**config.mk**
```make
export PLATFORM = sky130hd
export DESIGN_NAME = seg_scan_ctrl_flat
export DESIGN_NICKNAME = d
export VERILOG_FILES = /design/src/rtl/seg_pkg.sv /design/src/rtl/seg_scan_ctrl_if.sv /design/src/rtl/seg_slot_timer.sv /design/src/rtl/seg_scan_ctrl.sv /design/src/flat_wrapper.sv
export SDC_FILE = /design/constraint.sdc
export NUM_CORES = 1
export LEC_CHECK = 0
export CAP_MARGIN = 10
export CORE_MARGIN = 2
export CORE_UTILIZATION = 40
export CTS_BUF_LIST = sky130_fd_sc_hd__clkbuf_16
export DETAILED_ROUTE_END_ITERATION = 10
export GPL_ROUTABILITY_DRIVEN = 0
export PLACE_DENSITY = 0.72
export SLEW_MARGIN = 20
export SYNTH_ARGS = -nofsm -noshare
export SYNTH_HDL_FRONTEND = slang
export SYNTH_SLANG_ARGS = --single-unit
```
**constraint.sdc**
```tcl
create_clock -name JM1222HM_clk -period 4 [get_ports JM1222HM_clk]
set_clock_uncertainty 0.2 [all_clocks]
set_input_delay 0.8 -clock JM1222HM_clk [delete_from_list [all_inputs] [get_ports JM1222HM_clk]]
set_output_delay 0.8 -clock JM1222HM_clk [all_outputs]
set_load 0.05 [all_outputs]
```
**src/rtl/seg_pkg.sv**
```systemverilog
// Shared types and constants for the seven-segment scan controller.
// Scan state enum, nibble width and active-low OFF levels.
package seg_pkg;

  typedef enum logic {
    BLANK = 1'b0,
    SHOW  = 1'b1
  } scan_state_e;

  localparam int NIBBLE_W = 4;

  localparam logic ANODE_OFF = 1'b1;
  localparam logic ANODE_ON  = 1'b0;
  localparam logic DP_OFF    = 1'b1;
  localparam logic DP_ON     = 1'b0;

endpackage

```
**src/rtl/seg_scan_ctrl_if.sv**
```systemverilog
// Load handshake bundle between display-value producer and scanner.
// master drives req/digits/dp/en, slave returns the ack pulse.
interface seg_scan_ctrl_if
  import seg_pkg::*;
#(
  parameter int NUM_DIGITS = 4
);

  logic                         JM1222HM_load_req;
  logic [NIBBLE_W*NUM_DIGITS-1:0] JM1222HM_digits;
  logic [NUM_DIGITS-1:0]        JM1222HM_dp_in;
  logic [NUM_DIGITS-1:0]        JM1222HM_en_in;
  logic                         JM1222HM_load_ack;

  modport master (
    output JM1222HM_load_req,
    output JM1222HM_digits,
    output JM1222HM_dp_in,
    output JM1222HM_en_in,
    input  JM1222HM_load_ack
  );

  modport slave (
    input  JM1222HM_load_req,
    input  JM1222HM_digits,
    input  JM1222HM_dp_in,
    input  JM1222HM_en_in,
    output JM1222HM_load_ack
  );

endinterface

```
**src/rtl/seg_slot_timer.sv**
```systemverilog
// Loadable down-counter timing one BLANK or SHOW slot.
// Ports: clk, rst, load/load_val, cnt, tc (cnt == 0).
module seg_slot_timer #(
  parameter int         W       = 4,
  parameter logic [W-1:0] RST_VAL = '0
) (
  input  logic         clk,
  input  logic         rst,
  input  logic         load,
  input  logic [W-1:0] load_val,
  output logic [W-1:0] cnt,
  output logic         tc
);

  assign tc = (cnt == '0);

  always_ff @(posedge clk) begin
    if (rst) begin
      cnt <= RST_VAL;
    end else if (load) begin
      cnt <= load_val;
    end else begin
      cnt <= cnt - 1'b1;
    end
  end

endmodule

```
**src/rtl/seg_scan_ctrl.sv**
```systemverilog
// Time-multiplexed digit scanner with frame-aligned shadow loading.
// Ports: clk, rst, load handshake (if), nibble, anode_n, dp_n, frame_start.
module seg_scan_ctrl
  import seg_pkg::*;
#(
  parameter int NUM_DIGITS   = 4,
  parameter int SHOW_CYCLES  = 50000,
  parameter int BLANK_CYCLES = 500
) (
  input  logic                  JM1222HM_clk,
  input  logic                  JM1222HM_rst,
  seg_scan_ctrl_if.slave        JM1222HM_ld,
  output logic [NIBBLE_W-1:0]   JM1222HM_nibble,
  output logic [NUM_DIGITS-1:0] JM1222HM_anode_n,
  output logic                  JM1222HM_dp_n,
  output logic                  JM1222HM_frame_start
);

  localparam int CNT_MAX =
    (SHOW_CYCLES > BLANK_CYCLES) ? SHOW_CYCLES : BLANK_CYCLES;
  localparam int CW = (CNT_MAX > 1) ? $clog2(CNT_MAX) : 1;
  localparam int IW = $clog2(NUM_DIGITS);

  localparam logic [CW-1:0] SHOW_LD  = CW'(SHOW_CYCLES - 1);
  localparam logic [CW-1:0] BLANK_LD = CW'(BLANK_CYCLES - 1);
  localparam logic [IW-1:0] LAST_IDX = IW'(NUM_DIGITS - 1);

  scan_state_e state, n_state;
  logic [IW-1:0] idx, n_idx;
  logic [CW-1:0] cnt, ld_val;
  logic          tc;
  logic          boundary, capture, ack_q;

  logic [NUM_DIGITS-1:0][NIBBLE_W-1:0] sh_dig, n_dig;
  logic [NUM_DIGITS-1:0] sh_dp, sh_en, n_dp, n_en;

  // Down-counter reset value equals the first BLANK cycle's load,
  // so "cnt == BLANK_LD in BLANK" marks the first cycle of a slot.
  seg_slot_timer #(
    .W       (CW),
    .RST_VAL (BLANK_LD)
  ) u_timer (
    .clk      (JM1222HM_clk),
    .rst      (JM1222HM_rst),
    .load     (tc),
    .load_val (ld_val),
    .cnt      (cnt),
    .tc       (tc)
  );

  assign ld_val   = (state == BLANK) ? SHOW_LD : BLANK_LD;
  assign boundary = (state == BLANK) && (idx == '0)
                 && (cnt == BLANK_LD);
  assign capture  = boundary & JM1222HM_ld.JM1222HM_load_req;

  assign n_dig = capture ? JM1222HM_ld.JM1222HM_digits : sh_dig;
  assign n_dp  = capture ? JM1222HM_ld.JM1222HM_dp_in  : sh_dp;
  assign n_en  = capture ? JM1222HM_ld.JM1222HM_en_in  : sh_en;

  assign JM1222HM_ld.JM1222HM_load_ack = ack_q;

  always_comb begin
    n_state = state;
    n_idx   = idx;
    if (tc) begin
      unique case (state)
        BLANK: n_state = SHOW;
        SHOW: begin
          n_state = BLANK;
          n_idx   = (idx == LAST_IDX) ? '0 : idx + 1'b1;
        end
        default: n_state = BLANK;
      endcase
    end
  end

  always_ff @(posedge JM1222HM_clk) begin
    if (JM1222HM_rst) begin
      state <= BLANK;
      idx   <= '0;
    end else begin
      state <= n_state;
      idx   <= n_idx;
    end
  end

  always_ff @(posedge JM1222HM_clk) begin
    if (JM1222HM_rst) begin
      sh_dig <= '0;
      sh_dp  <= '0;
      sh_en  <= '0;
    end else begin
      sh_dig <= n_dig;
      sh_dp  <= n_dp;
      sh_en  <= n_en;
    end
  end

  // Outputs are registered from next-state values so they line up
  // with the state they describe, including a same-edge capture.
  always_ff @(posedge JM1222HM_clk) begin
    if (JM1222HM_rst) begin
      JM1222HM_anode_n     <= {NUM_DIGITS{ANODE_OFF}};
      JM1222HM_dp_n        <= DP_OFF;
      JM1222HM_nibble      <= '0;
      JM1222HM_frame_start <= 1'b0;
      ack_q                <= 1'b0;
    end else begin
      JM1222HM_nibble      <= n_dig[n_idx];
      JM1222HM_frame_start <= boundary;
      ack_q                <= capture;
      if (n_state == SHOW && n_en[n_idx]) begin
        JM1222HM_anode_n <= ~(NUM_DIGITS'(1) << n_idx);
      end else begin
        JM1222HM_anode_n <= {NUM_DIGITS{ANODE_OFF}};
      end
      if (n_state == SHOW && n_en[n_idx] && n_dp[n_idx]) begin
        JM1222HM_dp_n <= DP_ON;
      end else begin
        JM1222HM_dp_n <= DP_OFF;
      end
    end
  end

endmodule

```
**src/flat_wrapper.sv**
```systemverilog
// flat-port wrapper written by rule: the top's interface ports become plain ports
module seg_scan_ctrl_flat import seg_pkg::*;
#(
  parameter int NUM_DIGITS   = 4,
  parameter int SHOW_CYCLES  = 50000,
  parameter int BLANK_CYCLES = 500
)
  (JM1222HM_clk, JM1222HM_rst, JM1222HM_nibble, JM1222HM_anode_n, JM1222HM_dp_n, JM1222HM_frame_start, JM1222HM_ld_JM1222HM_load_req, JM1222HM_ld_JM1222HM_digits, JM1222HM_ld_JM1222HM_dp_in, JM1222HM_ld_JM1222HM_en_in, JM1222HM_ld_JM1222HM_load_ack);
  seg_scan_ctrl_if #(.NUM_DIGITS(NUM_DIGITS)) JM1222HM_ld_i ();
  input  logic JM1222HM_clk;
  input  logic JM1222HM_rst;
  output logic [NIBBLE_W-1:0] JM1222HM_nibble;
  output logic [NUM_DIGITS-1:0] JM1222HM_anode_n;
  output logic JM1222HM_dp_n;
  output logic JM1222HM_frame_start;
  input wire logic [$bits(JM1222HM_ld_i.JM1222HM_load_req)-1:0] JM1222HM_ld_JM1222HM_load_req;
  input wire logic [$bits(JM1222HM_ld_i.JM1222HM_digits)-1:0] JM1222HM_ld_JM1222HM_digits;
  input wire logic [$bits(JM1222HM_ld_i.JM1222HM_dp_in)-1:0] JM1222HM_ld_JM1222HM_dp_in;
  input wire logic [$bits(JM1222HM_ld_i.JM1222HM_en_in)-1:0] JM1222HM_ld_JM1222HM_en_in;
  output wire logic [$bits(JM1222HM_ld_i.JM1222HM_load_ack)-1:0] JM1222HM_ld_JM1222HM_load_ack;
  assign JM1222HM_ld_i.JM1222HM_load_req = JM1222HM_ld_JM1222HM_load_req;
  assign JM1222HM_ld_i.JM1222HM_digits = JM1222HM_ld_JM1222HM_digits;
  assign JM1222HM_ld_i.JM1222HM_dp_in = JM1222HM_ld_JM1222HM_dp_in;
  assign JM1222HM_ld_i.JM1222HM_en_in = JM1222HM_ld_JM1222HM_en_in;
  assign JM1222HM_ld_JM1222HM_load_ack = JM1222HM_ld_i.JM1222HM_load_ack;
  seg_scan_ctrl #(.NUM_DIGITS(NUM_DIGITS), .SHOW_CYCLES(SHOW_CYCLES), .BLANK_CYCLES(BLANK_CYCLES)) u_core (.JM1222HM_clk(JM1222HM_clk), .JM1222HM_rst(JM1222HM_rst), .JM1222HM_ld(JM1222HM_ld_i), .JM1222HM_nibble(JM1222HM_nibble), .JM1222HM_anode_n(JM1222HM_anode_n), .JM1222HM_dp_n(JM1222HM_dp_n), .JM1222HM_frame_start(JM1222HM_frame_start));
endmodule
```
==> results of run 1 <==
-- worst max-delay path by stage --
stage | start | to | slack, ps | cells after the start
2_1_floorplan | u_core.u_timer.cnt[0]$_SDFF_PP1_ | u_core.JM1222HM_nibble[3]$_SDFF_PP0_ | 1230 | 9
3_3_place_gp | u_core.u_timer.cnt[0]$_SDFF_PP1_ | u_core.JM1222HM_nibble[3]$_SDFF_PP0_ | 940 | 9
3_5_place_dp | u_core.u_timer.cnt[0]$_SDFF_PP1_ | u_core.JM1222HM_nibble[2]$_SDFF_PP0_ | 830 | 9
4_1_cts | u_core.u_timer.cnt[0]$_SDFF_PP1_ | u_core.JM1222HM_dp_n$_SDFF_PP1_ | 810 | 9
5_1_grt | u_core.u_timer.cnt[0]$_SDFF_PP1_ | u_core.JM1222HM_dp_n$_SDFF_PP1_ | 620 | 9
6_report | u_core.u_timer.cnt[0]$_SDFF_PP1_ | u_core.JM1222HM_dp_n$_SDFF_PP1_ | 820 | 9
-- flip-flops by register name (all words and copies together), names as in the netlist --
name	flops
u_core.JM1222HM_nibble	4
u_core.sh_en	4
u_core.JM1222HM_frame_start	1
u_core.state	1
u_core.sh_dp	4
u_core.idx	2
u_core.JM1222HM_ld.JM1222HM_load_ack	1
u_core.u_timer.cnt	16
u_core.JM1222HM_dp_n	1
u_core.sh_dig	16
u_core.JM1222HM_anode_n	4
-- layout make-up --
type	count	area, sq um
fill	560	2940
multi-input combinational	207	1330
sequential	54	1080
timing repair buffer	41	400
clock buffer	5	125
tap	75	93.8
inverter	5	18.8
clock inverter	1	3.75
-- stage by stage --
| step | power [mW] | setup slack, ps | util [%] |
|---|---|---|---|
| 4_1_cts | 1.17 | 806 | 51.0 |
| 5_1_grt | 1.22 | 618 | 51.0 |
| 6_report | 1.16 | 819 | 51.0 |
| 3_3_place_gp | 0.768 | 937 | 48.8 |
| 2_1_floorplan | 0.707 | 1230 | - |
| 3_5_place_dp | 0.770 | 830 | 48.8 |
-- power by group through the flow --
stage / Clock (mW) / Sequential (mW) / Combinational, mW
5_1_grt: 0.437 / 0.583 / 0.197
3_5_place_dp: 0 / 0.592 / 0.178
3_3_place_gp: 0 / 0.592 / 0.176
6_report: 0.400 / 0.580 / 0.179
4_1_cts: 0.411 / 0.580 / 0.179
2_1_floorplan: 0 / 0.610 / 0.0972
-- routing by layer --
metal	up-vias	GRT usage, %
met1	965	22.4
li1	1035	-
met5	-	0
met3	2	4.08
met4	0	4.32
met2	46	24.6
-- cell usage in the layout (no fill, tap or decap), types with 2 or more instances in the layout --
cell,instances
sky130_fd_sc_hd__o2111a_1,2
sky130_fd_sc_hd__nor2_2,2
sky130_fd_sc_hd__nand2_1,56
sky130_fd_sc_hd__or3_1,3
sky130_fd_sc_hd__a21oi_1,27
sky130_fd_sc_hd__or4_1,2
sky130_fd_sc_hd__ha_1,4
sky130_fd_sc_hd__a32o_1,4
sky130_fd_sc_hd__dfxtp_1,54
sky130_fd_sc_hd__buf_4,4
sky130_fd_sc_hd__clkdlybuf4s50_1,37
sky130_fd_sc_hd__o21ai_0,4
sky130_fd_sc_hd__nand3b_1,2
sky130_fd_sc_hd__xor2_1,4
sky130_fd_sc_hd__mux2_2,2
sky130_fd_sc_hd__nor3_1,7
sky130_fd_sc_hd__xnor2_1,10
sky130_fd_sc_hd__nand3_1,4
sky130_fd_sc_hd__nor4_1,5
sky130_fd_sc_hd__inv_1,5
sky130_fd_sc_hd__mux4_1,2
sky130_fd_sc_hd__or2_2,3
sky130_fd_sc_hd__clkbuf_16,5
sky130_fd_sc_hd__mux2i_1,22
sky130_fd_sc_hd__nand4_1,3
sky130_fd_sc_hd__nor2_1,21
sky130_fd_sc_hd__nand2b_1,3
-- worst max-delay path, stage by stage, from the launching register on --
cell,delay [ps]
sky130_fd_sc_hd__dfxtp_1,360
sky130_fd_sc_hd__inv_1,70
sky130_fd_sc_hd__ha_1,220
sky130_fd_sc_hd__or4b_1,520
sky130_fd_sc_hd__nor4_4,430
sky130_fd_sc_hd__mux2i_4,290
sky130_fd_sc_hd__buf_4,380
sky130_fd_sc_hd__mux4_1,350
sky130_fd_sc_hd__o2111a_1,140
sky130_fd_sc_hd__o21ai_1,140
-- cell families (layout without fill, tap and decap cells) --
logic type | after synthesis | count (layout) | share of synthesized area, %
and+or+nand+nor | 122 | 122 | 24.0
xor gates and xnor gates | 14 | 14 | 4.89
muxes | 27 | 27 | 12.2
DFF | 54 | 54 | 43.1
adders and majority gates | 4 | 4 | 1.99
buffers and inverters | 20 | 52 | 4.39
AOI/OAI and AO/OA | 40 | 40 | 9.52
==> results summary, run 1 <==
The final critical-path required period is 3180 ps. The standard-cell row count came out at 28. The count of clock tree sinks came out at 54.

The maximum fanout along the worst path is 29. Setup repair after global routing left no endpoint under its margin. Entering global routing, the biggest net connects 30 pins. The number of antenna violations at the first check in global routing came to 0. The slack of the worst reg-to-reg path is 820 ps. Counting instances in the post-synthesis netlist gives the leading cell types as 56 x sky130_fd_sc_hd__nand2_1, 54 x sky130_fd_sc_hd__dfxtp_1, 27 x sky130_fd_sc_hd__a21oi_1. For this block, wires on met1 add up to 2620 um. The source of the worst register-to-register timing path is u_core.u_timer.cnt[0]$_SDFF_PP1_.

The count of placed standard cells including taps came out at 382. The run finished with clean final reports. The wire length of the first global-routing pass came out at 9220 um. The transition time at the pin with the least slew margin is 606 ps.

The later-pin clock latency in the skew report came out at 290 ps. The count of input and output buffers is 37. The placed wire-length estimate is 3860 um.

The global router's overall resource usage is 16.0%. The floorplan step defined a die boundary enclosing 0.00692 sq mm. The part of the total power dissipated in sequential elements came out at 50.0%. The count of instances resized after the clock tree is built is 0. The endpoint of the worst register-to-register path is u_core.JM1222HM_dp_n$_SDFF_PP1_. The deepest clock path buffer count came out at 2. The detail route stage leaves a number of antenna-violating nets equal to 0. The total overflow left after global routing is 0. The post-synthesis sequential area ratio is 43.1%. Cells with a size suffix above 1 make up 7.67% of the layout. Measured in cells, the most critical reg-to-reg path has a length of 9.

Hold timing on the final database bottoms out at a slack of 250 ps. For this design the total switching power over the nets is 0.291 mW. The type of origin of the critical path is a register. The normalized max-slew margin came out at 59.2%. The number of instances in the synthesized netlist came out at 281. The core footprint is 0.00599 sq mm. The overall die height came out at 83.2 um. The routed design uses 2430 um of met2 wire. Clock tree synthesis selected as its root buffer the cell sky130_fd_sc_hd__clkbuf_16. Detailed routing placed a total of 313 um of wire on met3. The proportion of power drawn by the clock network is 34.5%. The average wire length per cell after detail routing is 13.8 um. The via count of the first global-routing pass came out at 1959. The register clock-pin slew on the reported worst setup and hold paths came out at 60 ps. After synthesis the netlist holds a flip-flop and latch count of 54. The most numerous cell in the Yosys netlist is sky130_fd_sc_hd__nand2_1. The critical path is of the reg2reg type. The net count of the mapped netlist came out at 312. Once the floorplan was initialized, standard cells occupied 41.9% of the core. The standby leakage power is 1.26 nW.

The worst-case IR drop observed on VDD is 0.265 mV. The uppermost metal layer occupied by signal nets is met4. The number of pins with negative max-slew slack in the final report came out at 0.

The wire length after detailed routing is 5370 um. TritonCTS built the clock tree. In this run the cell area measured after placement is 0.00293 sq mm. For this run, asynchronously set or reset flops after synthesis account for 0%. The final layout contains 345 nets. The initial detailed-routing violation count is 86. The total of endpoints with negative setup slack in the final report came out at 0. The worst hold path belongs to the class reg2reg. The number of hold-slack violations in the final timing report is 0.

The power density of the placed cells came out at 380 mW/mm^2. The data required time of the worst path is 4020 ps. STA classifies the critical path endpoint as a register. Internal power comes to 0.868 mW. The post-synthesis instance area is 0.00251 sq mm. Data on the critical path arrives at its endpoint at 3200 ps. Ranked by total cell area, the synthesized netlist is headed by sky130_fd_sc_hd__dfxtp_1 43%, sky130_fd_sc_hd__mux2i_1 9.2%, sky130_fd_sc_hd__nand2_1 8.4%.

Among all flip-flop cells after synthesis, the most frequent one is sky130_fd_sc_hd__dfxtp_1. The final critical path takes up 79.5% of the cycle. The post-CTS setup repair buffer count came out at 0. The sum of negative setup slack is 0 ps.

The finished layout holds 388 standard cells, fillers aside. The number of levels in the clock H-tree is 2. The synthesis-to-layout area growth came out at 21.7%. The count of flip-flops with a built-in enable after synthesis is 0. The post-route DRC violation count came out at 0. The detailed router placed 2048 vias in this run. The Yosys warning count came out at 0. The final antenna diode count is 0.

The highest achievable clock rate is 314 MHz. 38 I/O pins were placed. The die outline width came out at 83.2 um. Counting the buffers created by CTS gives 5. The post-route cell area is 0.00305 sq mm. The worst hold path begins at u_core.sh_dp[3]$_SDFF_PP0_. The via density per instance is 5.28. Counting distinct cell types in the post-synthesis netlist gives 43. The number of maximum-capacitance constraint violations is 0. The combinational fraction of design power came out at 15.4%.

The area share of the largest cell type after synthesis came out at 43.1%. The length of the first detailed-routing pass in iterations is 4. In this run, post-CTS hold repair placed 0 buffers. The biggest area contributor in the post-synthesis netlist is sky130_fd_sc_hd__dfxtp_1.

The path with the worst hold slack has its endpoint at u_core.sh_dp[3]$_SDFF_PP0_. Net switching is 25.1% of the power. The per-instance average area after synthesis is 8.93 sq um. The number of stages on the worst hold path is 2.
No activity file was read; power rests on OpenSTA's default activity.
==> inputs of run 2 (changes only) <==
==> constraint.sdc (replaced) <==
create_clock -name JM1222HM_clk -period 3.3 [get_ports JM1222HM_clk]
set_clock_uncertainty 0.2 [all_clocks]
set_input_delay 0.66 -clock JM1222HM_clk [delete_from_list [all_inputs] [get_ports JM1222HM_clk]]
set_output_delay 0.66 -clock JM1222HM_clk [all_outputs]
set_load 0.05 [all_outputs]
==> results summary, run 2 (synthesized netlist as in run 1, its figures left out) <==
Setup repair after global routing left no endpoint under its margin. The post-route DRC violation count is 0 (unchanged). The total CTS buffers came out at 5 (unchanged). The run finished with clean final reports. The standard-cell row count was 28 (unchanged). The number of pins with negative max-slew slack in the final report came out at 0 (unchanged). The initial detailed-routing violation count came to 87 (+1.2%).

The wire length after detailed routing is 5250 um (-2.2%). The total internal power came out at 1.06 mW (+22%). The smallest hold slack is 252 ps (+1.97 ps). The I/O pin count came out at 38 (unchanged).

The met3 track demand over resource is 4.37% (+0.30 points). The overall die height came out at 83.2 um (unchanged). The final antenna diode count is 0 (unchanged).

The critical path class is reg2reg. The type of origin of the critical path is a register. The most repeated library cell on the critical path is sky130_fd_sc_hd__mux2i_1. The later-pin clock latency in the skew report came to 290 ps (about the same).

The proportion of power drawn by the clock network is 34.9% (+0.4 points). The count of nets after finishing came out at 347 (+0.58%). Grouping stages by cell kind, the critical path spends the most delay in simple AND/OR/NAND/NOR gates. The slack of the critical path came to 397 ps (-423 ps). The maximum fanout along the worst path came out at 29 (unchanged). The number of cells in the finished layout apart from fillers came out at 392 (+1.0%).

The maximum cell stage delay along the critical path is 520 ps (about the same). The total number of vias is 2065 (+0.83%). The standby leakage power came out at 1.28 nW (+2.1%). The number of filler instances in the final layout was 545 (-2.7%). The post-placement setup slack is 390 ps (-440 ps). The normalized max-slew margin came out at 53.2% (-6.0 points). The wire length of the first global-routing pass came out at 8910 um (-3.4%). The combinational fraction of design power was 15.4% (about the same). STA classifies the critical path endpoint as a register. The count of instances resized after the clock tree is built is 0 (unchanged). The transition time at the pin with the least slew margin is 700 ps (+94.0 ps). The effective utilization at floorplan was 41.9% (unchanged). The post-CTS setup repair buffer count came out at 0 (unchanged). The via count of the first global-routing pass came to 1956 (-0.15%). The post-route cell area came to 0.00309 sq mm (+1.2%). The data arrival time of the critical path came out at 2880 ps (-320 ps). The power density of the placed cells came to 458 mW/mm^2 (+21%). The overall die area came out at 0.00692 sq mm (unchanged). The critical path buffer and inverter count came to 2 (unchanged). In the layout the commonest cells are 56 x sky130_fd_sc_hd__nand2_1, 54 x sky130_fd_sc_hd__dfxtp_1, 37 x sky130_fd_sc_hd__clkdlybuf4s50_1. The layer flagged by global routing as most heavily used is met2. Leaving out fill and tap cells, the most frequent cell in the layout is sky130_fd_sc_hd__nand2_1. The register clock-pin slew on the reported worst setup and hold paths is 60 ps (about the same). The part of the total power dissipated in sequential elements was 49.7% (-0.3 points). The pin count of the biggest net entering global routing came to 30 (unchanged). The proportion of total power due to net switching came out at 25.2% (+0.12 points).

The post-detailed-placement cell area was 0.00295 sq mm (+0.94%). The length of the first detailed-routing pass in iterations is 4 (unchanged). The met1 track demand over resource in global routing is 20.4% (-1.9 points). The number of levels in the clock H-tree came to 2 (unchanged). The count of input and output buffers came out at 37 (unchanged). The average wire length per cell after detail routing came out at 13.4 um (-3.2%).

The CTS tree is yes. The number of hold-slack violations in the final timing report came to 0 (unchanged). The total power came out at 1.41 mW (+22%). The fraction of layout instances using a drive strength above 1 was 8.52% (+0.85 points). The net switching power came out at 0.356 mW (+23%). The min-delay analysis places its worst path in the category reg2reg. The global routing met2 resource utilization came out at 24.2% (-0.44 points). The synthesis-to-layout area growth is 23.1%. The data required time of the worst path is 3280 ps (-740 ps). The global router's overall resource usage is 15.3% (-0.69 points). The post-route antenna net violation count was 0 (unchanged).

The final core utilization came out at 51.6% (+0.61 points). The post-route clock period utilization is 88.0% (+8.5 points). Walking the worst path, the cells encountered are inv_1 -> ha_1 -> or4b_1 -> nor4_4 -> mux2i_4 -> buf_12 -> mux2i_1 -> mux2i_1 -> a32o_1.

The deepest clock path buffer count came out at 2 (unchanged). The via density per instance came out at 5.27 (-0.20%). On the critical path, the stage with the largest delay is an instance of sky130_fd_sc_hd__or4b_1. The count of placed standard cells including taps is 384 (+0.52%).

The number of antenna violations at the first check in global routing came to 0 (unchanged). The slack of the worst reg-to-reg path is 400 ps (-420 ps). The die outline width came out at 83.2 um (unchanged). The sum of negative setup slack is 0 ps (unchanged). The largest registers in the layout are u_core.sh_dig x16, u_core.u_timer.cnt x16. The remaining global-route overflow came out at 0 (unchanged). The final critical-path required period was 2900 ps (-277 ps). The total of endpoints with negative setup slack in the final report came to 0 (unchanged).

The count of clock tree sinks came out at 54 (unchanged). The number of maximum-capacitance constraint violations came out at 0 (unchanged). Clock tree synthesis selected as its root buffer the cell sky130_fd_sc_hd__clkbuf_16. The highest achievable clock rate was 344 MHz (+9.6%). The maximum vdd drop is 0.350 mV (+32%).

The core footprint came out at 0.00599 sq mm (unchanged). The placed wire-length estimate came out at 3840 um (-0.54%). The hold-fix buffer count after cts is 0 (unchanged).
==> run 2: cell types whose count changed in the layout (fill, tap and decap cells not counted) <==
cell	change
sky130_fd_sc_hd__buf_4	+1
sky130_fd_sc_hd__inv_1	+1
sky130_fd_sc_hd__buf_12	+1
sky130_fd_sc_hd__clkinv_2	+1
==> run 2: final cells by class <==
class,count,area (sq um),share of cell area [%]
Multi-Input combinational cell,207,1330,43.1
Sequential cell,54,1080,35.0
Timing Repair Buffer,43,428,13.8
Clock buffer,5,125,4.05
Tap cell,75,93.8,3.04
Inverter,5,18.8,0.607
Clock inverter,3,12.5,0.405
==> run 2: path summary, 6_finish.rpt <==
check / startpoint / to / cells past startpoint
max: u_core.u_timer.cnt[0]$_SDFF_PP1_ / u_core.JM1222HM_nibble[1]$_SDFF_PP0_ / 9
max reg2reg: u_core.u_timer.cnt[0]$_SDFF_PP1_ / u_core.JM1222HM_nibble[1]$_SDFF_PP0_ / 9
min: u_core.sh_dp[0]$_SDFF_PP0_ / u_core.sh_dp[0]$_SDFF_PP0_ / 2
min reg2reg: u_core.sh_dp[0]$_SDFF_PP0_ / u_core.sh_dp[0]$_SDFF_PP0_ / 2
==> run 2: power by group through the flow <==
stage               Clock (mW)  Combinational [mW]  Sequential [mW]
floorplan                    0               0.118            0.739
global route             0.528               0.238            0.707
finish                   0.494               0.218            0.703
CTS                      0.507               0.219            0.703
global placement             0               0.215            0.717
detailed placement           0               0.218            0.717
==> run 2: worst reg2reg max path, cell delays in order (launching register included) <==
cell and delay, ps:
sky130_fd_sc_hd__dfxtp_1 360, sky130_fd_sc_hd__inv_1 80, sky130_fd_sc_hd__ha_1 220, sky130_fd_sc_hd__or4b_1 520
sky130_fd_sc_hd__nor4_4 330, sky130_fd_sc_hd__mux2i_4 300, sky130_fd_sc_hd__buf_12 220, sky130_fd_sc_hd__mux2i_1 250
sky130_fd_sc_hd__mux2i_1 100, sky130_fd_sc_hd__a32o_1 220
==> run 2: per-layer routing <==
layer | routed length (um) | part of all wire [%]
met1 | 2550 | 49
met3 | 271 | 5.2
met5 | 0 | 0
met4 | 40 | 0.76
met2 | 2380 | 45
